`config.mk`:
```
export PLATFORM = sky130hd
export DESIGN_NAME = dot_prod_accum
export DESIGN_NICKNAME = d
export VERILOG_FILES = /design/src/rtl/dot_acc_pkg.sv /design/src/rtl/result_fifo.sv /design/src/rtl/dot_prod_accum.sv
export SDC_FILE = /design/constraint.sdc
export NUM_CORES = 1
export LEC_CHECK = 0
export CORE_ASPECT_RATIO = 0.6
export CORE_MARGIN = 10
export CORE_UTILIZATION = 50
export DETAILED_ROUTE_END_ITERATION = 12
export GPL_TIMING_DRIVEN = 0
export PLACE_DENSITY = 0.81
export SLEW_MARGIN = 10
export SYNTH_ARGS = -nofsm -noshare
export SYNTH_HDL_FRONTEND = slang
export SYNTH_SLANG_ARGS = --single-unit
```
`constraint.sdc`:
```
create_clock -name clk -period 4.1 [get_ports clk]
set_input_delay 0.41 -clock clk [delete_from_list [all_inputs] [get_ports clk]]
set_output_delay 0.41 -clock clk [all_outputs]
set_load 0.005 [all_outputs]
```
`src/rtl/dot_acc_pkg.sv`:
```
// Shared types and default parameters for the dot-product accumulator.
// Optional saturating accumulation is selected with DOT_ACC_SAT_EN.
package dot_acc_pkg;

  typedef enum logic {
    IDLE,
    ACCUM
  } acc_state_t;

  localparam int PROD_W_D     = 16;
  localparam int K_D          = 4;
  localparam int ACC_W_D      = 20;
  localparam int FIFO_DEPTH_D = 4;

endpackage

```
`src/rtl/result_fifo.sv`:
```
// Synchronous first-word-fall-through FIFO for completed dot-product results.
// When empty, dout keeps showing the last value popped (zero after reset).
module result_fifo #(
  parameter int WIDTH = 20,
  parameter int DEPTH = 4
) (
  input  logic                           clk,
  input  logic                           rst,
  input  logic                           push,
  input  logic                           pop,
  input  logic [WIDTH-1:0]               din,
  output logic [WIDTH-1:0]               dout,
  output logic                           empty,
  output logic                           full,
  output logic [$clog2(DEPTH+1)-1:0]     count
);

  localparam int PTR_W = (DEPTH > 1) ? $clog2(DEPTH) : 1;
  localparam int CNT_W = $clog2(DEPTH + 1);

  logic [WIDTH-1:0] memQ [DEPTH];
  logic [PTR_W-1:0] wrPtrQ, rdPtrQ;
  logic [CNT_W-1:0] countQ;
  logic [WIDTH-1:0] lastQ;
  logic             doPush, doPop;

  assign empty = (countQ == '0);
  assign full  = (countQ == CNT_W'(DEPTH));
  assign count = countQ;
  assign doPop  = pop && !empty;
  // A push into a full FIFO is only taken when the head leaves in the same cycle.
  assign doPush = push && (!full || doPop);
  assign dout   = empty ? lastQ : memQ[rdPtrQ];

  always_ff @(posedge clk) begin
    if (doPush) memQ[wrPtrQ] <= din;
  end

  always_ff @(posedge clk or posedge rst) begin
    if (rst) begin
      wrPtrQ <= '0;
      rdPtrQ <= '0;
      countQ <= '0;
      lastQ  <= '0;
    end else begin
      if (doPush) wrPtrQ <= wrPtrQ + 1'b1;
      if (doPop) begin
        rdPtrQ <= rdPtrQ + 1'b1;
        lastQ  <= memQ[rdPtrQ];
      end
      case ({doPush, doPop})
        2'b10:   countQ <= countQ + 1'b1;
        2'b01:   countQ <= countQ - 1'b1;
        default: countQ <= countQ;
      endcase
    end
  end

endmodule

```
`src/rtl/dot_prod_accum.sv`:
```
// Sums every K valid products into one result and queues results in a FWFT FIFO.
// Define DOT_ACC_SAT_EN to clamp each addition at 2^ACC_W-1 instead of wrapping.
module dot_prod_accum
  import dot_acc_pkg::*;
#(
  parameter int PROD_W     = PROD_W_D,
  parameter int K          = K_D,
  parameter int ACC_W      = ACC_W_D,
  parameter int FIFO_DEPTH = FIFO_DEPTH_D
) (
  input  logic                              clk,
  input  logic                              rst,
  input  logic [PROD_W-1:0]                 product_in,
  input  logic                              valid_in,
  input  logic                              flush,
  output logic [ACC_W-1:0]                  res_data,
  output logic                              res_valid,
  input  logic                              res_ready,
  output logic [$clog2(FIFO_DEPTH+1)-1:0]   fifo_count,
  output logic                              overflow
);

  localparam int CNT_W = (K > 1) ? $clog2(K) : 1;
  localparam logic [CNT_W-1:0] LAST = CNT_W'(K - 1);

  acc_state_t       state_q, state_d;
  logic [CNT_W-1:0] cnt_q, cnt_d, cntEff;
  logic [ACC_W-1:0] acc_q, acc_d, prodExt, base, sum;
  logic             overflow_q, overflow_d;
  logic             groupStart, pushRes, popRes, fifoEmpty, fifoFull;

  // A flush makes this cycle look like the start of a fresh group.
  always_comb begin
    prodExt    = ACC_W'(product_in);
    groupStart = flush || (state_q == IDLE);
    cntEff     = groupStart ? '0 : cnt_q;
    base       = groupStart ? '0 : acc_q;
`ifdef DOT_ACC_SAT_EN
    begin
      logic [ACC_W:0] sumWide;
      sumWide = {1'b0, base} + {1'b0, prodExt};
      sum     = sumWide[ACC_W] ? '1 : sumWide[ACC_W-1:0];
    end
`else
    sum = base + prodExt;
`endif
  end

  always_comb begin
    state_d = state_q;
    cnt_d   = cnt_q;
    acc_d   = acc_q;
    pushRes = 1'b0;
    if (valid_in) begin
      if (cntEff == LAST) begin
        pushRes = 1'b1;
        cnt_d   = '0;
        state_d = IDLE;
      end else begin
        acc_d   = sum;
        cnt_d   = cntEff + 1'b1;
        state_d = ACCUM;
      end
    end else if (flush) begin
      acc_d   = '0;
      cnt_d   = '0;
      state_d = IDLE;
    end
  end

  assign res_valid  = !fifoEmpty;
  assign popRes     = res_valid && res_ready;
  assign overflow_d = overflow_q || (pushRes && fifoFull && !popRes);
  assign overflow   = overflow_q;

  always_ff @(posedge clk or posedge rst) begin
    if (rst) begin
      state_q    <= IDLE;
      cnt_q      <= '0;
      acc_q      <= '0;
      overflow_q <= 1'b0;
    end else begin
      state_q    <= state_d;
      cnt_q      <= cnt_d;
      acc_q      <= acc_d;
      overflow_q <= overflow_d;
    end
  end

  result_fifo #(
    .WIDTH(ACC_W),
    .DEPTH(FIFO_DEPTH)
  ) u_fifo (
    .clk  (clk),
    .rst  (rst),
    .push (pushRes),
    .pop  (popRes),
    .din  (sum),
    .dout (res_data),
    .empty(fifoEmpty),
    .full (fifoFull),
    .count(fifo_count)
  );

endmodule
```
== Yosys cells after proc, flatten, opt, wreduce, memory -nomap -nowiden ==
Memory sizes are Yosys's and may differ from the RTL's.
Cells that the tools add are included.

* Add/sub/neg operators: 6
* Eq/ne operators: 5
* Reductions and logical operators: 15
* Bitwise operators: 1
* Multiplexer cells: 17

{| class="wikitable"
|+ Operator list
! operator !! count
|-
| 20-bit 2-to-1 mux || 5
|-
| 20-bit by 16-bit adder with 20-bit output || 1
|-
| 2-bit 2-to-1 mux || 4
|-
| 1-bit 2-to-1 mux || 7
|-
| 2-bit by 1-bit adder with 2-bit output, second input constant || 3
|-
| 3-bit one-hot mux with 2 select lines || 1
|-
| 1-bit logical AND || 5
|-
| 2-bit == test, second input constant || 2
|-
| 2-bit nonzero test || 2
|-
| 3-bit by 1-bit adder with 3-bit output, second input constant || 1
|-
| 3-bit == test, second input constant || 1
|-
| 1-bit zero test || 3
|-
| 3-bit zero test || 1
|-
| 1-bit logical OR || 3
|-
| 3-bit by 1-bit subtractor with 3-bit output, second input constant || 1
|-
| 2-bit by 1-bit == test with 1-bit output, second input constant || 1
|-
| 2-bit != test, second input constant || 1
|-
| 2-bit AND reduction || 1
|-
| 1-bit inverter || 1
|}

* Bits in registers: 51
* Input port bits: 21
* Memory bits (writable): 80
* Word-level logic and storage cells: 53
* Memories: 1
* Output and inout port bits: 25

{| class="wikitable"
|+ Memories
! memory !! depth !! bits a word !! rd ports !! clocked after Yosys merged registers in !! write ports !! line !! text
|-
| u_fifo.memQ || 4 || 20 || 1 || 0 || 1 || result_fifo.sv:21 || <nowiki>logic [WIDTH-1:0] memQ [DEPTH];</nowiki>
|}

== Longest topological paths before layout ==
Gate-level depths: netlist of the first run.

* Depth after elaboration: 9
* Gate-level depth with buffers: 13
* Depth with buffers taken out: 12

== Hierarchy ==
From an unflattened synthesis of the first run, not the netlist that was laid out.

* Cells, all modules: 424
* Area, all modules: 6292.3 µm²

{| class="wikitable"
|+ By module, submodules not included
! module !! area each (µm²) !! cells each !! instances !! seq. area each (µm²)
|-
| result_fifo || 4305.4 || 207 || 1 || 3078.0
|-
| dot_prod_accum || 1986.9 || 217 || 1 || 600.6
|}

== Worst setup path after synthesis of the first run ==
OpenSTA, ideal clock, no wires.

* Path type: input to register
* From: input port flush
* To: register acc_q[18]
* Buffers on the path: 1
* Path slack: 1.089 ns
* Stages: 13
* Setup time: 0.076 ns
* Data required time: 4.024 ns
* Arrival time: 2.935 ns
* Path through: and2b_1 -> clkbuf_1 -> and2_1 -> ha_1 -> inv_1 -> fa_1 -> and2b_1 -> o21ai_1 -> o21ai_2 -> a221oi_2 -> o21a_4 -> or4_1 -> o21ai_1

* Word-level cells in the longest chain between the ends: 5
* Elaborated cells between the ends (all ways): 10
* Those cells by class: add/sub: 1; eq/ne: 2; mux: 4; reduce/logical: 3

{| class="wikitable"
|+ RTL lines
! what !! line !! text
|-
| start: declaration || dot_prod_accum.sv:15 || <nowiki>input logic flush,</nowiki>
|-
| 1-bit logical OR || dot_prod_accum.sv:35 || <nowiki>groupStart = flush || (state_q == IDLE);</nowiki>
|-
| 20-bit 2-to-1 mux / 2-bit 2-to-1 mux (equally long branches) || dot_prod_accum.sv:37, dot_prod_accum.sv:36 ||
|-
| 20-bit by 16-bit adder with 20-bit output / 2-bit == test (equally long branches) || dot_prod_accum.sv:45, dot_prod_accum.sv:55 ||
|-
| 20-bit 2-to-1 mux / 2-bit != test (equally long branches) || - ||
|-
| 20-bit 2-to-1 mux / 2-bit AND reduction (equally long branches) || - ||
|-
| end signal: assignment || dot_prod_accum.sv:80 || <nowiki>acc_q <= '0;</nowiki>
|-
| end signal: assignment || dot_prod_accum.sv:85 || <nowiki>acc_q <= acc_d;</nowiki>
|-
| end: declaration || dot_prod_accum.sv:28 || <nowiki>logic [ACC_W-1:0] acc_q, acc_d, prodExt, base, sum;</nowiki>
|}

Parallel ways exist; a longest one is shown, timed or not. The select of a mux whose other input is x is not followed.
A chain may end at the register's enable or synchronous reset.

== Worst setup path after layout of the first run ==
* From: input port flush
* To: memory u_fifo.memQ[3][18] (data pin)

* Word-level cells in the longest chain between the ends: 3

{| class="wikitable"
|+ RTL lines
! what !! line !! text
|-
| 1-bit logical OR || dot_prod_accum.sv:35 ||
|-
| 20-bit 2-to-1 mux || dot_prod_accum.sv:37 || <nowiki>base = groupStart ? '0 : acc_q;</nowiki>
|-
| 20-bit by 16-bit adder with 20-bit output || dot_prod_accum.sv:45 || <nowiki>sum = base + prodExt;</nowiki>
|-
| named net sum[18] || dot_prod_accum.sv:28 ||
|-
| end: declaration || result_fifo.sv:21 ||
|}

The timed path passes the listed nets, and every way through them passes these cells.

==> out/metrics.csv, run 1 <==
stage,metric,value,unit
run_status,status,"complete, no violations",
timing,setup_viol,0,
synth,synthArstFlopShare,38.9,%
timing,holdWs,352,ps
place,pre_cts_ws,-80.0,ps
global_route,antenna_found_initial,0,
timing,hold_viol,0,
timing,drv_slew,0,
setup_path,critPathLaunchType,primary input,
setup_path,r2r_start,state_q,
layout,drive_gt1_share,21.7,%
setup_path,crit_required,4250,ps
clocking,ctsHtreeMaxLevel,4,
pwr,max-vdd-ir-drop,0.000353,V
layout,stdcell_count,663,
hold_path,min_path_type,primary input to asynchronous set/reset pin,
layout,post-route-util,61.7,%
synth,yosysUniqueCellTypes,54,
setup_path,cp_top_family,compound AO/OA/AOI/OAI gates,
layout,num_antenna_cells,0,
setup_path,cp_common_cell,and2b_1,
global_route,grtUsageMet2,22.9,%
synth,synth_flop_cell,edfxtp_1,
layout,num-nets-final,529,
floorplanning,ioPinCount,46,
floorplanning,dieWidth,163,um
setup_path,cp_slowest_cell,clkdlybuf4s50_1,
timing,period_needed,3820,ps
route,drtPass1Iterations,5,
route,viasPerCell,5.67,
layout,fill_cells,871,
route,drtIter0Drc,385,
setup_path,setup.worst_path.end_class,flip-flop,
clocking,cts_made_buffers,17,
place,placed_cells,631,
global_route,grt-ovfl-total,0,
floorplanning,fp.dieArea,0.0173,mm2
setup_path,arrival,3970,ps
clocking,root_buffer,clkbuf_16,
route,ant_nets,0,
pwr,power.density,617,mW/mm2
floorplanning,rows,31,
layout,fin_area,0.00744,mm2
timing,worst_slack,283,ps
global_route,grt_pass1_wl,21500,um
timing,fin_crit_sh,93.1,%
setup_path,worstSetupStartpoint,flush,
clocking,clk-insertion-delay-late,410,ps
route,routed_wl,13300,um
place,place_congestion,0.814,
global_route,grt_use_met3,5.59,%
setup_path,critPathKind,primary input to flip-flop,
setup_path,crit_path_cell_trace,"clkdlybuf4s50_1, and2b_1, clkbuf_1, and2_1, ha_1, inv_1, fa_1, and2b_1, o21ai_1, o21ai_2, a221oi_2, o21a_4, nor2_1, xnor2_1",
synth,ys_seq_area_share,59.6,%
global_route,top_usage_layer,met1,
place,placed_area,0.00684,mm2
global_route,grt_usage,16.2,%
synth,synth_edf_count,80,
synth,syn_area,0.00617,mm2
synth,yosysWarnings,0,
timing,fin_skew,8.15,ps
clocking,clk_pin_slew,60,ps
floorplanning,die_y,106,um
synth,postSynthAreaPerCell,14.7,um2
global_route,grtUsageMet1,23.1,%
clocking,cts_tree,built,
clocking,postCtsSetupRepairBufs,0,
route,post_drt_wl_per_cell,20.1,um
setup_path,worst_path_largest_cell_delay,520,ps
setup_path,critical_path_buf_inv_count,3,
setup_path,worstPathMaxFanout,10,
timing,tns,0,ps
route,routed-via-count,3762,
synth,syn-num-nets,464,
layout,area_growth,20.7,%
pwr,power,4.60,mW
setup_path,ff2ff_setup_slack,490,ps
timing,max_slew_margin,25.7,%
timing,rsz0062_at_grt,false,
floorplanning,start_util,51.1,%
synth,ys_seq_elements,131,
place,numPortBuffers,45,
floorplanning,coreArea,0.0121,mm2
place,hpwl,9240,um
run,maxCapViolations,0,
global_route,grt_max_degree,32,
route,drcViolationCount,0,
pwr,p_leak,2.88,nW
timing,max_freq,262,MHz
clocking,cts.sinks,131,
synth,syn_inst,420,
global_route,grt_pass1_vias,3840,
timing,worst_pin_slew,1110,ps
clocking,clk_path_buf_depth,2,
## flip-flops by register name (all words and copies together) (netlist names)
register / count
acc_q: 20
cnt_q: 2
overflow: 1
state_q: 1
u_fifo.count: 3
u_fifo.lastQ: 20
u_fifo.memQ: 80
u_fifo.rdPtrQ: 2
u_fifo.wrPtrQ: 2
## cell families (layout without fill, tap and decap cells)
| group | count (synthesis) | in the layout | share of synthesized area (%) |
|---|---|---|---|
| AO/OA/AOI/OAI | 68 | 68 | 8.18 |
| adder cells (fa/ha/maj) | 23 | 23 | 4.91 |
| AND/OR/NAND/NOR | 85 | 85 | 7.47 |
| XOR/XNOR | 22 | 22 | 3.12 |
| multiplexers | 61 | 61 | 14.8 |
| flip-flops | 131 | 131 | 59.6 |
| buffers and inverters | 30 | 108 | 1.91 |
## worst reg2reg max path, cell delays in order (launching register included)
cell and delay [ps]:
dfrtp_1 360, and2b_1 230, clkbuf_1 260, and2_1 230
ha_1 220, inv_1 80, fa_1 210, and2b_1 190
o21ai_1 220, o21ai_2 140, a221oi_2 510, o21a_4 240
nor2_1 60, xnor2_1 410
## power breakdown
group	switching, mW	internal (mW)
Combinational	0.608	0.790
Clock	0.531	0.960
Sequential	0.103	1.60
Total	1.24	3.35
## cell usage after synthesis (2+ instances only)
library cell | instances | area [um2]
ha_1 | 21 | 263
a21oi_1 | 13 | 65.1
o21ai_2 | 4 | 35.0
a21o_1 | 3 | 22.5
nor2_1 | 9 | 33.8
buf_2 | 4 | 20.0
nand3_1 | 7 | 35.0
edfxtp_1 | 80 | 2400
o21a_1 | 2 | 15.0
o21ai_1 | 3 | 15.0
dfrtp_1 | 51 | 1280
mux4_2 | 20 | 450
xor2_1 | 2 | 17.5
fa_1 | 2 | 40.0
and2b_1 | 2 | 15.0
a31oi_1 | 5 | 31.3
nor3_1 | 2 | 10.0
mux2_2 | 39 | 439
o21ai_0 | 8 | 40.0
xnor2_1 | 20 | 175
and2_1 | 25 | 156
inv_1 | 15 | 56.3
nand2_1 | 28 | 105
a22o_1 | 12 | 105
o31ai_1 | 2 | 15.0
or3_1 | 2 | 12.5
clkbuf_1 | 9 | 33.8
o21bai_1 | 3 | 22.5
buf_1 | 2 | 7.51
## layout make-up
cell class	count	area (um2)	area share (%)
Multi-Input combinational cell	259	2380	31.9
Inverter	15	56.3	0.756
Timing Repair Buffer	46	470	6.32
Tap cell	165	206	2.77
Clock inverter	7	97.6	1.31
Clock buffer	25	495	6.66
Buffer	15	61.3	0.824
Sequential cell	131	3680	49.4
## layer usage
layer  up-vias  part of all wire [%]
met4         0                  0.52
met5         -                     0
li1       1717                     -
met1      1917                    48
met2       121                    44
met3         7                   7.7
## worst paths after layout
path,to,cells after the start
worst max-delay path,u_fifo.memQ[3][18],14
worst min-delay path,u_fifo.lastQ[7],2
worst max register to register,u_fifo.memQ[3][18],13
worst min register to register,acc_q[0],2
max in group asynchronous,acc_q[9],3
min in group clk,acc_q[0],2
## repair_timing
item | CTS | global route
gates resized for setup | 0 | 1
setup endpoints to repair | 0 | 5
hold buffers | 0 | 0
## placed cells by master (no fill, tap or decap), drive strengths merged, types with 2 or more instances in the layout
| cell type | synthesis | layout |
|---|---|---|
| o21a | 3 | 3 |
| o21ai | 15 | 15 |
| fa | 2 | 2 |
| and2 | 25 | 25 |
| xor2 | 2 | 2 |
| dfrtp | 51 | 51 |
| nand3 | 9 | 9 |
| and2b | 2 | 2 |
| a22o | 12 | 12 |
| nor2 | 9 | 9 |
| mux2 | 40 | 40 |
| inv | 15 | 15 |
| edfxtp | 80 | 80 |
| or3 | 2 | 2 |
| xnor2 | 20 | 20 |
| o31ai | 2 | 2 |
| clkinv | 0 | 3 |
| a21boi | 2 | 2 |
| a21oi | 13 | 13 |
| nor3 | 3 | 3 |
| nand2 | 28 | 28 |
| bufinv | 0 | 2 |
| clkdlybuf4s50 | 0 | 45 |
| clkbuf | 9 | 34 |
| a31oi | 5 | 5 |
| a21o | 4 | 4 |
| o21bai | 3 | 3 |
| clkinvlp | 0 | 2 |
| mux4 | 20 | 20 |
| ha | 21 | 21 |
| buf | 6 | 7 |
No activity file was read; power rests on OpenSTA's default activity.
==> inputs of run 2 (changes only) <==
Settings changed: ABC_AREA from default to 1.
==> out/metrics.csv, run 2 <==
stage,metric,value,unit
setup_path,arrival,3300,ps
setup_path,critPathLaunchType,primary input,
setup_path,setup.worst_path.end_class,flip-flop,
timing,worst_pin_slew,580,ps
floorplanning,coreArea,0.0128,mm2
floorplanning,fp.dieArea,0.0182,mm2
timing,hold_viol,0,
timing,tns,0,ps
route,ant_nets,0,
layout,final_common_cell,nand2_1,
synth,synth.most_common_cell,nand2_1,
synth,syn_inst,699,
synth,yosysUniqueCellTypes,33,
route,viasPerCell,5.43,
route,drtPass1Iterations,5,
global_route,grt_max_degree,37,
layout,seq_area,0.00368,mm2
synth,synth_edf_count,80,
synth,ys_top_cells_by_area,"edfxtp_1 37%, dfrtp_1 20%, nand2_1 11%",
run_status,status,"complete, no violations",
setup_path,ff2ff_setup_slack,1090,ps
setup_path,crit_required,4250,ps
place,placed_area,0.00728,mm2
setup_path,critPathKind,primary input to flip-flop,
floorplanning,start_util,51.0,%
route,routed_wl,16200,um
setup_path,r2r_start,state_q,
run,maxCapViolations,0,
synth,synth_flop_cell,edfxtp_1,
synth,synthTopCellsByCount,"199 x nand2_1, 80 x edfxtp_1, 79 x inv_1",
timing,fin_skew,21.9,ps
route,drtIter0Drc,475,
layout,largest_register_ffs,80,
global_route,grt_pass1_vias,5101,
synth,syn-num-nets,743,
setup_path,worstPathMaxFanout,10,
layout,num_antenna_cells,0,
synth,ys_seq_area_share,56.3,%
timing,setup_viol,0,
synth,syn_area,0.00653,mm2
pwr,power.density,630,mW/mm2
clocking,cts_tree,built,
timing,period_needed,3150,ps
pwr,max-vdd-ir-drop,0.000383,V
clocking,ctsResizeCount,0,
timing,max_freq,317,MHz
setup_path,r2r-end,u_fifo.memQ[2][9],
route,routed-via-count,5163,
layout,num-nets-final,812,
layout,regMostFlops,u_fifo.memQ,
clocking,postCtsSetupRepairBufs,0,
hold_path,min_path_type,primary input to asynchronous set/reset pin,
timing,drv_slew,0,
timing,rsz0062_at_grt,false,
clocking,cts.sinks,131,
clocking,hold_buffers,0,
floorplanning,dieWidth,168,um
place,hpwl,11400,um
timing,fin_crit_sh,76.9,%
layout,area_growth,21.1,%
synth,yosysTopAreaCell,edfxtp_1,
clocking,clk_pin_slew,60,ps
layout,layout_common_cells,"199 x nand2_1, 80 x edfxtp_1, 78 x inv_1",
floorplanning,ioPinCount,46,
global_route,grt-ovfl-total,0,
layout,largestRegisters,"u_fifo.memQ (80), acc_q (20), u_fifo.lastQ (20)",
global_route,grt_pass1_wl,26100,um
clocking,cts_made_buffers,17,
global_route,grt_usage,18.2,%
clocking,clk_path_buf_depth,2,
timing,max_slew_margin,61.4,%
synth,netlist.area_leader.share,36.8,%
place,numPortBuffers,45,
clocking,clk-insertion-delay-late,430,ps
layout,fin_area,0.00791,mm2
synth,yosysWarnings,0,
route,drcViolationCount,0,
synth,postSynthAreaPerCell,9.34,um2
floorplanning,die_y,109,um
layout,drive_gt1_share,9.86,%
clocking,root_buffer,clkbuf_16,
pwr,p_leak,3.41,nW
synth,synthArstFlopShare,38.9,%
synth,ys_seq_elements,131,
floorplanning,rows,32,
layout,fill_cells,1053,
global_route,antenna_found_initial,0,
setup_path,reg2regPathDepth,11,
place,place_congestion,0.889,
layout,multiInputGateArea,0.00243,mm2
route,post_drt_wl_per_cell,17.0,um
clocking,ctsHtreeMaxLevel,4,
## run 2: area by class of cell
cell class | count | share of cell area (%)
buffer | 25 | 1.50
clock inverter | 10 | 1.36
timing repair buffer | 50 | 6.71
inverter | 82 | 3.89
clock buffer | 22 | 6.55
tap | 170 | 2.69
sequential | 131 | 46.5
multi-input combinational | 461 | 30.8
## run 2: cells by family (layout without fill, tap and decap cells)
kind of cell	count (synthesis)	in the layout	synth area share (%)
DFF	131	131	56.3
AOI/OAI and AO/OA	120	120	11.2
buffers and inverters	107	189	6.53
adders and majority gates	23	23	4.64
muxes	1	1	0.153
xor gates and xnor gates	11	11	1.48
and+or+nand+nor	306	306	19.7
## run 2: critical path: stages
cell,delay [ps]
clkdlybuf4s50_1,550
inv_2,60
nand2_2,120
buf_2,270
buf_1,390
nor2_1,90
ha_1,360
nand2_1,150
inv_1,50
a21oi_1,220
nand3_1,170
or2_1,250
and2_1,210
## run 2: worst max path at each step
stage / startpoint / end / slack, ps
2_1_floorplan: flush / u_fifo.memQ[0][0] / 1430
4_1_cts: flush / u_fifo.memQ[1][17] / 1020
3_5_place_dp: flush / u_fifo.memQ[2][9] / 570
3_3_place_gp: flush / u_fifo.memQ[2][15] / 80
6_report: flush / u_fifo.memQ[2][9] / 950
5_1_grt: flush / u_fifo.memQ[1][17] / 760
## run 2: power breakdown
part | total, mW | switching [mW] | internal, mW
Combinational | 1.72 | 0.972 | 0.745
Sequential | 1.68 | 0.0939 | 1.59
Clock | 1.58 | 0.611 | 0.973
## run 2: per-stage QoR
step / power [mW] / hold slack, ps / std cells / util (%) / worst slack (ps)
finish: 4.98 / 277 / 951 / 61.7 / 948
detailed placement: 3.41 / 463 / 919 / 56.8 / 571
global placement: 3.35 / 457 / 914 / 56.1 / 84.6
floorplan: 2.64 / 442 / 699 / - / 1430
global route: 5.25 / 315 / 951 / 61.7 / 763
CTS: 4.99 / 294 / 951 / 61.7 / 1020
## run 2: layer usage
metal / global-route usage [%] / up-vias / wire, um
met1: 25.5 / 2456 / 7730
met2: 26.8 / 221 / 6720
met5: 0 / - / 0
li1: - / 2468 / -
met3: 5.58 / 18 / 1560
met4: 5.14 / 0 / 170
==> inputs of run 3 (changes only) <==
Clock period 4.1 ns to 3.1 ns, I/O delays scaled along.
==> out/metrics.csv, run 3 (synthesis gave the netlist of run 2 again) <==
stage,metric,value,unit
run_status,status,"complete, no violations",
place,hpwl,11400,um
timing,fin_skew,21.4,ps
timing,rsz0062_at_grt,false,
layout,regMostFlops,u_fifo.memQ,
clocking,cts.sinks,131,
layout,layout_common_cells,"199 x nand2_1, 80 x edfxtp_1, 78 x inv_1",
place,numPortBuffers,45,
global_route,grt-ovfl-total,0,
clocking,postCtsSetupRepairBufs,0,
pwr,power,6.59,mW
timing,fin_crit_sh,93.6,%
clocking,hold_buffers,0,
setup_path,critPathLaunchType,primary input,
global_route,grt_max_degree,37,
layout,largest_register_ffs,80,
pwr,switchingPower,2.22,mW
setup_path,worstPathMaxFanout,10,
hold_path,min_path_type,primary input to asynchronous set/reset pin,
floorplanning,ioPinCount,46,
place,place_congestion,0.889,
floorplanning,start_util,51.0,%
layout,drive_gt1_share,9.99,%
clocking,clk-insertion-delay-late,430,ps
pwr,p_leak,3.41,nW
timing,setup_viol,0,
timing,max_freq,345,MHz
pwr,p_int,4.38,mW
pwr,p_comb_share,34.5,%
layout,largestRegisters,"u_fifo.memQ (80), acc_q (20), u_fifo.lastQ (20)",
pwr,seq_power_share,33.8,%
clocking,cts_tree,built,
clocking,clk_path_buf_depth,2,
timing,max_slew_margin,60.7,%
timing,tns,0,ps
pwr,clockPowerShare,31.8,%
layout,final_common_cell,nand2_1,
layout,fill_cells,1053,
clocking,cts_made_buffers,17,
global_route,grt_pass1_wl,26100,um
timing,drv_slew,0,
clocking,clk_pin_slew,60,ps
clocking,root_buffer,clkbuf_16,
setup_path,setup.worst_path.end_class,flip-flop,
route,drcViolationCount,0,
route,post_drt_wl_per_cell,17.0,um
floorplanning,fp.dieArea,0.0182,mm2
setup_path,arrival,3050,ps
timing,hold_viol,0,
route,routed_wl,16200,um
setup_path,crit_required,3250,ps
place,placed_area,0.00728,mm2
layout,num_antenna_cells,0,
floorplanning,die_y,109,um
route,viasPerCell,5.42,
timing,worst_pin_slew,590,ps
pwr,power.density,834,mW/mm2
pwr,max-vdd-ir-drop,0.000506,V
layout,area_growth,21.1,%
run,maxCapViolations,0,
floorplanning,coreArea,0.0128,mm2
route,ant_nets,0,
place,placed_cells,919,
layout,post-route-util,61.7,%
global_route,antenna_found_initial,0,
global_route,grt_usage,18.2,%
setup_path,critPathKind,primary input to flip-flop,
clocking,ctsHtreeMaxLevel,4,
layout,num-nets-final,812,
layout,stdcell_count,951,
layout,fin_area,0.00791,mm2
route,drtPass1Iterations,5,
pwr,switching_share,33.6,%
route,drtIter0Drc,477,
floorplanning,dieWidth,168,um
clocking,ctsResizeCount,0,
floorplanning,rows,32,
global_route,grt_pass1_vias,5101,
route,routed-via-count,5155,
timing,period_needed,2900,ps
run 3: cell count changes in the layout (fill, tap and decap cells not counted):
cell / before / now
buf_1: 1 / 0
clkbuf_2: 4 / 5
run 3: power groups by stage:
stage / clock, mW / combinational, mW / sequential [mW]
after floorplan: 0 / 1.26 / 2.24
after global placement: 0 / 2.18 / 2.25
after detailed placement: 0 / 2.24 / 2.26
after CTS: 2.10 / 2.27 / 2.23
after global routing: 2.17 / 2.52 / 2.25
final: 2.09 / 2.27 / 2.23
run 3: critical path, stage by stage:
cell	delay, ps
clkdlybuf4s50_1	540
inv_2	60
nand2_2	120
buf_2	270
clkbuf_2	270
nor2_1	70
ha_1	350
nand2_1	150
inv_1	50
a21oi_1	220
nand3_1	170
or2_1	250
and2_1	210
run 3: final timing paths:
| path | from | to | slack [ps] | depth (start not counted) |
|---|---|---|---|---|
| setup / recovery | flush | u_fifo.memQ[2][9] | 200 | 13 |
| hold / removal | rst | acc_q[18] | 180 | 2 |
| setup reg to reg | state_q | u_fifo.memQ[2][9] | 240 | 11 |
| hold reg to reg | overflow | overflow | 470 | 1 |
| max in group asynchronous | rst | u_fifo.rdPtrQ[1] | 2370 | 3 |
| min in group clk | overflow | overflow | 470 | 1 |
run 3: final cells by class:
class	count	area (um2)	share of cell area [%]
well taps	170	213	2.69
multi-input cells	461	2430	30.8
repair buffers	50	531	6.71
clock inverters	10	108	1.36
inverters	82	308	3.89
flip-flops and latches	131	3680	46.5
clock buffers	22	518	6.55
plain buffers	25	120	1.52
run 3: routing by layer:
metal / vias to the layer above / track usage (%) / part of all wire [%]
li1: 2470 / - / -
met1: 2448 / 25.5 / 48
met5: - / 0 / 0
met3: 18 / 5.58 / 9.7
met2: 219 / 26.8 / 41
met4: 0 / 5.14 / 1.1
run 3: metrics by stage:
step / hold slack (ps) / setup WS (ps)
final: 177 / 198
after global routing: 215 / 18.3
after CTS: 194 / 115
after detailed placement: 463 / -329
after global placement: 457 / -815
after floorplan: 427 / 530
